### src/rtl/encoder_8_3_queue_pkg.sv
// encoder_8_3_queue_pkg: shared sizing defaults and index/vector types for the 8-to-3 encoder queue.
package encoder_8_3_queue_pkg;
   localparam int ENC_IN  = 8;
   localparam int ENC_OUT = 3;
   typedef logic [ENC_OUT-1:0] enc_idx_t;
   typedef logic [ENC_IN-1:0]  enc_vec_t;
endpackage

### src/rtl/encoder_8_3_queue_if.sv
// encoder_8_3_queue_if: event capture inputs plus valid/ready index output of the encoder queue.
interface encoder_8_3_queue_if
   import encoder_8_3_queue_pkg::*;
#(
   parameter int IN  = ENC_IN,
   parameter int OUT = ENC_OUT
);
   logic           enable;
   logic [IN-1:0]  in;
   logic [OUT-1:0] out;
   logic           valid;
   logic           ready;
   logic [OUT:0]   pending_cnt;
   logic           overflow;
   modport master (output enable, in, ready, input out, valid, pending_cnt, overflow);
   modport slave  (input enable, in, ready, output out, valid, pending_cnt, overflow);
endinterface

### src/rtl/encoder_8_3_queue_prio_pick.sv
// prio_pick: rotating priority selector, first set req bit at or above base, wrapping at IN-1.
module prio_pick
   import encoder_8_3_queue_pkg::*;
#(
   parameter int IN  = ENC_IN,
   parameter int OUT = ENC_OUT
) (
   input  logic [IN-1:0]  req,
   input  logic [OUT-1:0] base,
   output logic [OUT-1:0] sel,
   output logic           any
);
   logic [2*IN-1:0] rot;
   logic [OUT-1:0]  k;
   always_comb begin
      rot = {req, req} >> base;
      k = '0;
      for (int i = IN - 1; i >= 0; i--)
         if (rot[i]) k = OUT'(i);
      sel = base + k;
      any = |req;
   end
endmodule

### src/rtl/encoder_8_3_queue.sv
// encoder_8_3_queue: captures multi-hot events into a pending set and emits one index per transfer.
// Set wins over clear, so an event on the index being presented re-arms it without overflow.
module encoder_8_3_queue
   import encoder_8_3_queue_pkg::*;
#(
   parameter int IN  = ENC_IN,
   parameter int OUT = ENC_OUT,
   parameter int RR  = 0
) (
   input logic               clk,
   input logic               rst_n,
   encoder_8_3_queue_if.slave bus
);
   logic [IN-1:0]  pending_q, pending_d, clr;
   logic [OUT-1:0] out_q, ptr_q, sel, base;
   logic [OUT:0]   cnt;
   logic           valid_q, overflow_q, any, load;
   prio_pick #(.IN(IN), .OUT(OUT)) u_pick (
      .req (pending_q),
      .base(base),
      .sel (sel),
      .any (any)
   );
   always_comb begin
      base = (RR != 0) ? ptr_q : '0;
      load = !valid_q || bus.ready;
      clr = (load && any) ? (IN'(1) << sel) : '0;
      pending_d = (pending_q & ~clr) | (bus.enable ? bus.in : '0);
      cnt = '0;
      for (int i = 0; i < IN; i++) cnt = cnt + (OUT+1)'(pending_q[i]);
   end
   always_ff @(posedge clk) begin
      if (!rst_n) begin
         pending_q  <= '0;
         out_q      <= '0;
         valid_q    <= 1'b0;
         ptr_q      <= '0;
         overflow_q <= 1'b0;
      end else begin
         pending_q  <= pending_d;
         overflow_q <= bus.enable && |(bus.in & pending_q & ~clr);
         if (load) begin
            valid_q <= any;
            if (any) begin
               out_q <= sel;
               ptr_q <= sel + OUT'(1);
            end
         end
      end
   end
   assign bus.out         = out_q;
   assign bus.valid       = valid_q;
   assign bus.pending_cnt = cnt;
   assign bus.overflow    = overflow_q;
endmodule

### src/flat_wrapper.sv
// flat-port wrapper written by rule: the top's interface ports become plain ports
module encoder_8_3_queue_flat import encoder_8_3_queue_pkg::*;
#(
   parameter int IN  = ENC_IN,
   parameter int OUT = ENC_OUT,
   parameter int RR  = 0
)
  (clk, rst_n, bus_enable, bus_in, bus_ready, bus_out, bus_valid, bus_pending_cnt, bus_overflow);
  encoder_8_3_queue_if #(.IN(IN), .OUT(OUT)) bus_i ();
  input logic clk;
  input logic rst_n;
  input wire logic [$bits(bus_i.enable)-1:0] bus_enable;
  input wire logic [$bits(bus_i.in)-1:0] bus_in;
  input wire logic [$bits(bus_i.ready)-1:0] bus_ready;
  output wire logic [$bits(bus_i.out)-1:0] bus_out;
  output wire logic [$bits(bus_i.valid)-1:0] bus_valid;
  output wire logic [$bits(bus_i.pending_cnt)-1:0] bus_pending_cnt;
  output wire logic [$bits(bus_i.overflow)-1:0] bus_overflow;
  assign bus_i.enable = bus_enable;
  assign bus_i.in = bus_in;
  assign bus_i.ready = bus_ready;
  assign bus_out = bus_i.out;
  assign bus_valid = bus_i.valid;
  assign bus_pending_cnt = bus_i.pending_cnt;
  assign bus_overflow = bus_i.overflow;
  encoder_8_3_queue #(.IN(IN), .OUT(OUT), .RR(RR)) u_core (.clk(clk), .rst_n(rst_n), .bus(bus_i));
endmodule
### config.mk
export PLATFORM = sky130hd
export DESIGN_NAME = encoder_8_3_queue_flat
export DESIGN_NICKNAME = d
export VERILOG_FILES = /design/src/rtl/encoder_8_3_queue_pkg.sv /design/src/rtl/encoder_8_3_queue_if.sv /design/src/rtl/encoder_8_3_queue_prio_pick.sv /design/src/rtl/encoder_8_3_queue.sv /design/src/flat_wrapper.sv
export SDC_FILE = /design/constraint.sdc
export NUM_CORES = 1
export LEC_CHECK = 0
export BUFFER_PORTS_ARGS = -buffer_cell sky130_fd_sc_hd__buf_4
export CAP_MARGIN = 20
export CORE_MARGIN = 4
export CORE_UTILIZATION = 43
export DETAILED_ROUTE_END_ITERATION = 10
export PLACE_DENSITY = 0.69
export SLEW_MARGIN = 20
export SYNTH_ARGS = -nofsm -noshare
export SYNTH_HDL_FRONTEND = slang
export SYNTH_SLANG_ARGS = --single-unit
### constraint.sdc
create_clock -name clk -period 3.4 [get_ports clk]
set_input_delay 0.34 -clock clk [delete_from_list [all_inputs] [get_ports clk]]
set_output_delay 0.34 -clock clk [all_outputs]
set_load 0.02 [all_outputs]
==> implementation parameters, run 1 <==
Parameter                              Value

Critical path
  Maximum fanout encountered on the critical timing path ... 3
  Max incr delay on CP ... 0.49 ns
  Startpoint type of the worst setup path ... register
  Worst Setup End Kind ... output port
  Worst Path Class, Setup ... reg -> out
  Critical path origin ... u_core.pending_q[1]
  Worst-path cell with the longest stage delay ... fa_1
  Crit path DAT ... just under 3 ns
  Number of cells traversed by the worst register-to-register path ... 6
  Setup slack of the worst register-to-register path ... 1.67 ns
  Endpoint of the worst register-to-register path ... u_core.bus.overflow
  Required time at the endpoint of the critical path ... between 3 and 4 ns
  Cells traversed along the worst timing path ... inv_2 > ha_4 > inv_1 > fa_1 > fa_1 > inv_1 > fa_2 > inv_2 > fa_1 > inv_1 > buf_6
  End of the critical path ... bus_pending_cnt[1]
  Beginning of the worst register-to-register path ... u_core.pending_q[0]

Drt
  Number of iterations in the first detailed-routing pass ... 4
  Remaining antenna violation count ... 0
  Initial drt markers ... 10
  Total detailed-routing wirelength ... 1870 um
  Average wire per cell in the routed design ... 12.5 um
  # DRC ... 0
  Total via count after detailed routing ... about 770
  Ratio of routed vias to standard cells ... 5.19

Timing
  Final critical-path required period ... 3.28 ns
  Max Slew Vio Count ... 0
  Slew of the pin with the lowest slew margin ... roughly 0.38 ns
  Worst max-slew margin expressed relative to the limit ... between 70% and 80%
  Worst hold slack across all endpoints ... 0.314 ns
  F_max ... 305 MHz
  Final clock period utilization by the worst path ... 96.5%
  Endpoints failing setup ... 0
  Final clock skew ... 0.000709 ns
  Final hold vios ... 0
  RSZ-0062 raised after global routing ... no
  Final setup TNS ... 0 ns

Layout
  Number of filler cells placed in the layout ... ~160
  Share of final-layout standard cells stronger than drive strength 1 ... 29.8%
  Relative area change from synthesis to final layout ... 27.8%
  Final nets ... 145
  Antenna Diode Count ... 0

Place
  RePlAce Congestion ... 0.837
  Post-DP HPWL ... 1330 um
  Quantity of I/O buffers inserted on ports ... 20

Yosys
  Post-synthesis instance area ... roughly 830 um^2
  Complex-gate fraction of the synthesized area ... 23.3%
  Cell type with the highest aggregate area in the netlist ... dfxtp_1
  Main combinational cell family by area after synthesis ... compound AO/OA/AOI/OAI gates
  Synth top area cells ... dfxtp_1 (31%), fa_1 (9.7%), inv_1 (8.2%), a21oi_1 (6.1%), ha_1 (6.1%)
  Syn Nets ... 121
  Proportion of synthesized chip area in sequential cells ... 31.5%
  Share of cell area taken by muxes after synthesis ... 0%
  Simple-gate portion of the synthesized area ... 18.0%
  Synth top area share ... 31.5%
  Number of standard cells after synthesis ... 101
  Share of synthesized cell area in full adder, half adder and majority cells ... 15.7%
  Number of library cell types mapped by synthesis ... 29
  Ys Warns ... 0
  Flip-flop and latch count after synthesis ... 13
  Xor and xnor fraction of the mapped netlist area ... roughly 1.1%
  Average cell area after synthesis ... around 8.2 um^2

Clock network
  TritonCTS clock tree ... yes
  CTS Root Cell ... clkbuf_4
  Source-to-sink clock delay at the later pin of the worst-skew pair ... 0.28 ns
  Count of clock tree sinks ... 13
  Number of buffers created by CTS ... 3
  Clock edge transition at the registers on the reported setup and hold paths ... 0.08 ns
  Number of H-tree levels ... 1
  Maximum clock path buffer count ... 2
  Hold Buf Count CTS ... 0

Floorplan
  I/O pin total ... 21
  Initial core utilization ... 46.4%
  Horiz. Die Dim ... 51.9 um
  Area of the placeable core ... 1780 um^2
  Full die area ... 2690 um^2
  Vertical die dimension ... about 52 um
  Number of placement rows ... 15

GRT
  Via count of the first global-routing pass ... 745
  Initial antenna violation count ... 0
  Pin count of the biggest net entering global routing ... 13
  Congestion Overflow GR ... 0
  Wire length of the first global-routing pass ... between 3000 and 4000 um
  Total global routing track utilization ... 16.6%

Power and ir drop
  Cell area power density ... 413 nW/um^2
  Lkg Pwr ... 0.490 nW
  Largest vdd supply drop ... 267 uV

Outcome
  Outcome ... finished clean

Min path
  Class of the worst hold path ... in -> reg

Run
  Number of violations of the max-capacitance limit ... 0
==> final cells by class <==
type / count / area [um^2] / area share, %
repair buffers: 22 / 169 / 16.0
well taps: 25 / 31.3 / 2.96
multi-input cells: 67 / 495 / 46.9
inverters: 18 / 67.6 / 6.39
flip-flops and latches: 13 / 268 / 25.3
clock buffers: 4 / 26.3 / 2.49
==> worst max-delay path, delay by kind of cell, from the launching register on <==
kind                       cells  cell delay (ns)
adders and majority gates      5             1.91
buffers and inverters          6             0.39
DFF                            1             0.36
==> metrics by stage <==
stage | worst slack (ns) | std cells | total power (W) | utilization [%] | cell area [um^2]
after global routing | 0.00748 | 149 | 0.000467 | 59.3 | 1060
after global placement | 0.239 | 143 | 0.000331 | 55.5 | 990
after detailed placement | 0.197 | 143 | 0.000333 | 55.5 | 990
after CTS | 0.00543 | 148 | 0.000431 | 57.7 | 1030
after floorplan | 0.312 | 101 | 0.000283 | - | 827
final | 0.118 | 149 | 0.000437 | 59.3 | 1060
==> synth_stat cells <==
master / number
o21ai_1: 1
a21oi_1: 10
a41oi_1: 1
dfxtp_1: 13
xnor2_1: 1
nand2b_1: 1
nor2_1: 8
o311a_1: 1
nand3_1: 2
o221ai_1: 2
a22oi_1: 4
clkbuf_1: 2
o211ai_1: 1
nand3_2: 1
a32o_2: 1
nand2_1: 12
fa_1: 4
o21a_1: 1
o21ai_2: 1
ha_1: 4
buf_6: 1
inv_1: 18
nor2_2: 1
nor4_4: 1
nor2b_1: 2
o31ai_1: 1
o21ai_0: 4
a211o_1: 1
nand3b_1: 1
==> layer usage <==
metal | vias to the layer above | wire, um | GRT usage [%] | part of all wire (%)
met2 | 17 | 959 | 26.8 | 51
met5 | - | 0 | 0 | 0
met4 | 0 | 12 | 3.93 | 0.64
li1 | 387 | - | - | -
met1 | 367 | 783 | 20.4 | 42
met3 | 2 | 112 | 7.16 | 6.0
==> how the worst min path moves through the flow <==
stage | start | endpoint | cells after the start
finish | bus_in[1] | u_core.pending_q[1] | 3
floorplan | bus_in[1] | u_core.pending_q[1] | 2
CTS | bus_in[3] | u_core.pending_q[3] | 3
global route | bus_in[3] | u_core.pending_q[3] | 3
global placement | u_core.bus.out[1] | u_core.bus.out[1] | 2
detailed placement | u_core.bus.out[1] | u_core.bus.out[1] | 2
==> placed cells by master, fill, tap and decap left out, drive strengths merged, types with 3 or more instances in the layout <==
cell and count:
dfxtp 13, ha 4, o21ai 6, a21oi 10, nand3 3, nand2 12, clkbuf 4, nor2 9
a22oi 4, buf 22, inv 18, fa 4
==> sequential cells by signal, summed over array words and instances, names as in the netlist <==
signal,cells
u_core.pending_q,8
u_core.bus.out,3
u_core.bus.overflow,1
u_core.bus.valid,1
==> where the power goes <==
group | leakage, nW | internal, W | switching [W] | total (W)
sequential | 0.109 | 0.000164 | 0.0000136 | 0.000178
combinational | 0.367 | 0.0000732 | 0.0000880 | 0.000161
clock | 0.0150 | 0.0000456 | 0.0000521 | 0.0000977
total | 0.490 | 0.000283 | 0.000154 | 0.000437
==> cells by family (layout without fill, tap and decap cells) <==
logic type	count (synthesis)	after routing
buf+inv	21	44
fa+ha+maj	8	8
flops	13	13
xor+xnor	1	1
compound gates	29	29
simple gates	29	29
==> timing repair <==
| item | 4_1_cts | 5_1_grt |
|---|---|---|
| buffers inserted | 1 | 1 |
| pin swaps | 0 | 0 |
| setup endpoints to repair | 1 | 2 |
| gates resized for setup | 3 | 7 |
Note: power is estimated with default switching activity, not from simulation.
==> inputs of run 2 (changes only) <==
- CORE_MARGIN: 4 -> 5
==> run 2 against run 1 <==
Effect of this change: via count shrank 0.52%; combinational power is essentially flat; register-to-register slack is essentially flat; critical path type unchanged; setup slack lost 0.0039 ns; clock power shrank 2.0%; utilization shrank 0.070 points; non-clock buffer count is the same; worst hold slack gained 0.0044 ns; total power grew 0.21%; clock skew grew 0.0068 ns; first-iteration DRC count grew 110%.
==> implementation parameters, run 2 (synthesized netlist as in run 1, its figures left out) <==
Parameter                              Value

Place
  Post-DP HPWL ... 1400 um
  RePlAce Congestion ... just under 0.8
  Post-place setup slack ... 0.181 ns
  Placed instance count ... 143
  Quantity of I/O buffers inserted on ports ... 20
  Instance area at placement ... 990 um^2

Critical path
  Worst Path Class, Setup ... reg -> out
  Cell repeated most along the worst path ... inv_2
  Startpoint type of the worst setup path ... register
  Beginning of the worst register-to-register path ... u_core.pending_q[0]
  Required time at the endpoint of the critical path ... between 3 and 4 ns
  Setup slack of the worst register-to-register path ... 1.66 ns
  Maximum fanout encountered on the critical timing path ... 2
  Worst Setup End Kind ... output port
  End of the critical path ... bus_pending_cnt[1]
  Max incr delay on CP ... 0.50 ns
  Number of cells traversed by the worst register-to-register path ... 6
  Crit path DAT ... a little under 3 ns
  Endpoint of the worst register-to-register path ... u_core.bus.overflow
  Cells traversed along the worst timing path ... inv_2 > ha_4 > inv_2 > fa_1 > fa_1 > inv_2 > fa_2 > inv_2 > fa_1 > inv_1 > buf_6
  Worst-path cell with the longest stage delay ... fa_1
  Critical path origin ... u_core.pending_q[1]

Floorplan
  Number of placement rows ... 15
  Vertical die dimension ... 53.9 um
  Initial core utilization ... 46.4%
  I/O pin total ... 21
  Full die area ... 2900 um^2
  Horiz. Die Dim ... about 54 um
  Area of the placeable core ... 1780 um^2

Run
  Number of violations of the max-capacitance limit ... 0

GRT
  Total global routing track utilization ... between 10% and 20%
  Initial antenna violation count ... 0
  Via count of the first global-routing pass ... 709
  Met1 Track Usage GR ... 17.6%
  Pin count of the biggest net entering global routing ... 13
  Met2 global-route usage ... a little under a quarter
  Congestion Overflow GR ... 0
  Wire length of the first global-routing pass ... 3110 um
  Met3 GRT Util ... under 10%
  Most heavily used metal layer in global routing ... met2

Layout
  Relative area change from synthesis to final layout ... 27.7%
  Antenna Diode Count ... 0
  Most common library cell in the layout ignoring fill and taps ... buf_4
  FF/Latch Area ... 267 um^2
  Final cell area excluding filler cells ... between 1000 and 1500 um^2
  Highest-count cells in the layout ignoring fill and taps ... buf_4 (21), inv_1 (13), nand2_1 (12)
  Flip-flop count of the largest register, all copies and words added ... 8
  Register with the highest flop count ... u_core.pending_q
  Final instance count without filler cells ... 149
  Multi-input logic area ... roughly 500 um^2
  Number of filler cells placed in the layout ... 171
  Share of final-layout standard cells stronger than drive strength 1 ... 32.3%
  Final nets ... between 100 and 150

Power and ir drop
  Clock network fraction of design power ... 21.9%
  Lkg Pwr ... roughly 0.49 nW
  Part of the total power dissipated in combinational logic ... 37.3%
  Sw Ratio ... 34.9%
  Sequential share of power ... 40.8%
  Largest vdd supply drop ... 304 uV
  Cell area power density ... slightly above 400 nW/um^2
  Internal Pwr Total ... roughly 0.00028 W
  Reported net switching power ... 0.000153 W

Drt
  Number of iterations in the first detailed-routing pass ... 4
  # DRC ... 0
  Initial drt markers ... 21
  Total via count after detailed routing ... 769
  Average wire per cell in the routed design ... 12.6 um
  Remaining antenna violation count ... 0
  Total detailed-routing wirelength ... between 1500 and 2000 um
  Ratio of routed vias to standard cells ... a little over 5

Clock network
  Count of clock tree sinks ... 13
  Number of H-tree levels ... 1
  CTS Root Cell ... clkbuf_4
  Source-to-sink clock delay at the later pin of the worst-skew pair ... 0.28 ns
  TritonCTS clock tree ... yes
  Clock edge transition at the registers on the reported setup and hold paths ... 0.08 ns
  Maximum clock path buffer count ... 2
  Number of buffers created by CTS ... 3

Timing
  Final clock skew ... about 0.0075 ns
  Final clock period utilization by the worst path ... 96.6%
  RSZ-0062 raised after global routing ... no
  Worst max-slew margin expressed relative to the limit ... 75.2%
  Endpoints failing setup ... 0
  Final setup TNS ... 0 ns
  Final hold vios ... 0
  Final critical-path required period ... about 3.3 ns
  F_max ... 304 MHz
  Max Slew Vio Count ... 0
  Worst Slack Setup Final ... 0.114 ns
  Slew of the pin with the lowest slew margin ... 0.371 ns

Outcome
  Outcome ... finished clean

Min path
  Class of the worst hold path ... in -> reg
run 2: metrics by stage:
step / power (W) / util, % / hold slack, ns
2_1_floorplan: 0.000283 / - / 0.483
3_3_place_gp: 0.000331 / 55.5 / 0.445
3_5_place_dp: 0.000333 / 55.5 / 0.451
4_1_cts: 0.000429 / 58.1 / 0.314
5_1_grt: 0.000469 / 59.2 / 0.312
6_report: 0.000437 / 59.2 / 0.318
run 2: metal layers:
metal / vias to the layer above / wire length [um]
met5: - / 0
met4: 0 / 13
met3: 2 / 163
met2: 31 / 907
met1: 351 / 799
li1: 385 / -
run 2: worst max-delay path: cells and delay by family, from the launching register on:
kind,cells,cell delay [ns]
buffers and inverters,6,0.37
adders and majority gates,5,1.94
DFF,1,0.35
run 2: what timing repair did:
| item | in CTS | in global routing |
|---|---|---|
| hold buffers | 0 | 0 |
| setup buffers | 2 | 0 |
| pin swaps | 0 | 1 |
| setup endpoints to repair | 2 | 2 |
| resized for setup | 3 | 9 |
run 2: cell type report:
class,count,share of cell area [%]
well taps,25,2.96
repair buffers,22,16.0
clock buffers,4,2.49
inverters,18,6.40
multi-input cells,67,46.9
flip-flops and latches,13,25.2
run 2: worst min path at each step:
stage | start | to | slack [ns] | depth (start not counted)
4_1_cts | rst_n | u_core.bus.overflow | 0.31 | 2
3_3_place_gp | u_core.bus.out[1] | u_core.bus.out[1] | 0.45 | 2
3_5_place_dp | u_core.bus.out[1] | u_core.bus.out[1] | 0.45 | 2
6_report | rst_n | u_core.bus.overflow | 0.32 | 2
2_1_floorplan | bus_in[1] | u_core.pending_q[1] | 0.48 | 2
5_1_grt | rst_n | u_core.bus.overflow | 0.31 | 2
run 2: power by group through the flow:
| stage | Combinational, W | Sequential (W) | Clock, W |
|---|---|---|---|
| global placement | 0.000148 | 0.000182 | 0 |
| CTS | 0.000155 | 0.000178 | 0.0000971 |
| floorplan | 0.0000966 | 0.000187 | 0 |
| detailed placement | 0.000150 | 0.000183 | 0 |
| finish | 0.000163 | 0.000179 | 0.0000957 |
| global route | 0.000182 | 0.000180 | 0.000107 |
==> inputs of run 3 (changes only) <==
- CELL_PAD_IN_SITES_DETAIL_PLACEMENT: unset -> 1
- CELL_PAD_IN_SITES_GLOBAL_PLACEMENT: unset -> 2
- CORE_ASPECT_RATIO: unset -> 1.75
- CORE_MARGIN: 5 -> 1
- CORE_UTILIZATION: 43 -> 29
- PLACE_DENSITY: 0.69 -> 0.78
==> run 3 against run 2 <==
Effect of this change: first-iteration DRC count decreased by 71%; sequential share of layout area decreased by 0.47 points; worst hold slack improved by 0.043 ns; fmax increased by 0.20%; setup slack improved by 0.0067 ns; clock skew decreased by 0.0072 ns; count of clock-buffer cells in the layout unchanged; global-route usage increased by 1.1 points; cell count increased by 1.3%; combinational power decreased by 2%; total power increased by 9.3%; critical path type unchanged.
==> implementation parameters, run 3 (synthesized netlist as in run 1, its figures left out) <==
Parameter                              Value

Layout
  Antenna Diode Count ... 0
  Highest-count cells in the layout ignoring fill and taps ... buf_4 (22), inv_1 (17), nand2_1 (12), dfxtp_1 (12), a21oi_1 (10)
  Relative area change from synthesis to final layout ... 27.7%
  Final nets ... 145
  FF/Latch Area ... 262 um^2
  Share of final-layout standard cells stronger than drive strength 1 ... 26.6%
  Number of filler cells placed in the layout ... 342
  Flip-flop count of the largest register, all copies and words added ... 8
  Multi-input logic area ... approximately 480 um^2
  Register with the highest flop count ... u_core.pending_q
  Most common library cell in the layout ignoring fill and taps ... buf_4

Clock network
  Maximum clock path buffer count ... 2
  TritonCTS clock tree ... yes
  Number of H-tree levels ... 1
  Clock edge transition at the registers on the reported setup and hold paths ... 0.06 ns
  Number of buffers created by CTS ... 3
  Source-to-sink clock delay at the later pin of the worst-skew pair ... 0.24 ns
  Hold Buf Count CTS ... 0
  CTS Root Cell ... clkbuf_8
  Count of clock tree sinks ... 13

Timing
  Max Slew Vio Count ... 0
  Endpoints failing setup ... 0
  Slew of the pin with the lowest slew margin ... 0.391 ns
  Final critical-path required period ... 3.28 ns
  RSZ-0062 raised after global routing ... no
  Worst max-slew margin expressed relative to the limit ... 73.9%
  Worst hold slack across all endpoints ... 0.362 ns
  Final clock period utilization by the worst path ... between 90% and 100%
  F_max ... 305 MHz
  Final setup TNS ... 0 ns
  Final hold vios ... 0
  Final clock skew ... 0.000270 ns

Floorplan
  Vertical die dimension ... ~73 um
  Number of placement rows ... 25
  Initial core utilization ... 30.7%
  Horiz. Die Dim ... 42.4 um
  I/O pin total ... 21
  Full die area ... 3080 um^2
  Area of the placeable core ... between 2000 and 3000 um^2

Critical path
  Cells traversed along the worst timing path ... inv_1 > ha_1 > inv_1 > fa_1 > fa_1 > inv_1 > fa_2 > inv_2 > fa_1 > inv_1 > buf_4
  Worst Setup End Kind ... output port
  Startpoint type of the worst setup path ... register
  Max incr delay on CP ... 0.49 ns
  CP bufs+invs ... 6
  Largest delay contributor family on the critical path ... adder cells
  Cell repeated most along the worst path ... inv_1
  Worst-path cell with the longest stage delay ... fa_1
  Maximum fanout encountered on the critical timing path ... 2
  Setup slack of the worst register-to-register path ... roughly 1.7 ns
  Worst Path Class, Setup ... reg -> out
  Required time at the endpoint of the critical path ... around 3.1 ns
  Crit path DAT ... about 3 ns

Power and ir drop
  Sw Ratio ... 33.4%
  Reported net switching power ... 0.000160 W
  Largest vdd supply drop ... ~230 uV
  Internal Pwr Total ... 0.000318 W
  Sequential share of power ... a little under two fifths
  Cell area power density ... 453 nW/um^2
  Lkg Pwr ... 0.495 nW
  Part of the total power dissipated in combinational logic ... 33.2%
  Clock network fraction of design power ... 29.4%

Drt
  Ratio of routed vias to standard cells ... 5.28
  Number of iterations in the first detailed-routing pass ... 4
  Initial drt markers ... 6
  Total detailed-routing wirelength ... between 2000 and 2500 um
  Total via count after detailed routing ... between 700 and 800
  Average wire per cell in the routed design ... roughly 14 um
  # DRC ... 0
  Remaining antenna violation count ... 0

Place
  RePlAce Congestion ... about 0.77
  Post-DP HPWL ... ~1800 um
  Quantity of I/O buffers inserted on ports ... 20

Min path
  Class of the worst hold path ... in -> reg

GRT
  Initial antenna violation count ... 0
  Total global routing track utilization ... between 10% and 20%
  Via count of the first global-routing pass ... slightly above 800
  Congestion Overflow GR ... 0
  Pin count of the biggest net entering global routing ... 13
  Wire length of the first global-routing pass ... 3670 um

Outcome
  Outcome ... finished clean

Run
  Number of violations of the max-capacitance limit ... 0
run 3: cell types whose count changed in the layout (fill, tap and decap cells not counted):
cell,change
buf_4,+1
buf_6,-1
clkbuf_4,-3
clkbuf_8,+3
dfxtp_1,+2
dfxtp_2,-1
dfxtp_4,-1
ha_1,+1
ha_4,-1
inv_1,+4
inv_2,-4
run 3: what timing repair did:
item,in CTS,in global routing
setup endpoints to repair,1,1
resized for setup,1,2
buffers inserted,1,0
run 3: final timing paths:
path | start | end | depth (start not counted)
worst max-delay path | u_core.pending_q[1] | bus_pending_cnt[1] | 11
worst min-delay path | bus_in[2] | u_core.pending_q[2] | 3
worst max register to register | u_core.pending_q[5] | u_core.bus.overflow | 5
worst min register to register | u_core.bus.out[1] | u_core.bus.out[1] | 2
run 3: per-layer routing:
layer	GRT usage [%]	vias to the layer above	wire length, um
li1	-	385	-
met1	17.2	396	843
met2	29.4	12	1260
met3	2.23	4	41
met4	8.33	0	40
met5	0	-	0
run 3: final cells by class:
type | instances | share of cell area, %
well taps | 27 | 3.20
inverters | 18 | 6.40
flip-flops and latches | 13 | 24.8
multi-input cells | 67 | 45.7
repair buffers | 22 | 15.6
clock buffers | 4 | 4.27
run 3: tightest hold or removal path: cells and delay by family:
| family | cells | cell delay, ns |
|---|---|---|
| buf+inv | 1 | 0.08 |
| simple gates | 1 | 0.08 |
| compound gates | 1 | 0.07 |
run 3: per-stage QoR:
step / utilization [%] / worst slack [ns] / instances / total power, W / cell area, um^2
final: 39.3 / 0.121 / 151 / 0.000478 / 1060
after global routing: 39.3 / 0.0000444 / 151 / 0.000511 / 1060
after CTS: 39.2 / 0.0434 / 151 / 0.000484 / 1050
after detailed placement: 37.2 / 0.195 / 146 / 0.000341 / 1000
after global placement: 37.2 / 0.276 / 146 / 0.000337 / 1000
after floorplan: - / 0.312 / 101 / 0.000283 / 827
run 3: power groups by stage:
| stage | Combinational (W) | Sequential (W) | Clock (W) |
|---|---|---|---|
| finish | 0.000159 | 0.000179 | 0.000141 |
| global route | 0.000179 | 0.000180 | 0.000151 |
| CTS | 0.000161 | 0.000178 | 0.000144 |
| detailed placement | 0.000159 | 0.000182 | 0 |
| global placement | 0.000156 | 0.000181 | 0 |
| floorplan | 0.0000966 | 0.000187 | 0 |
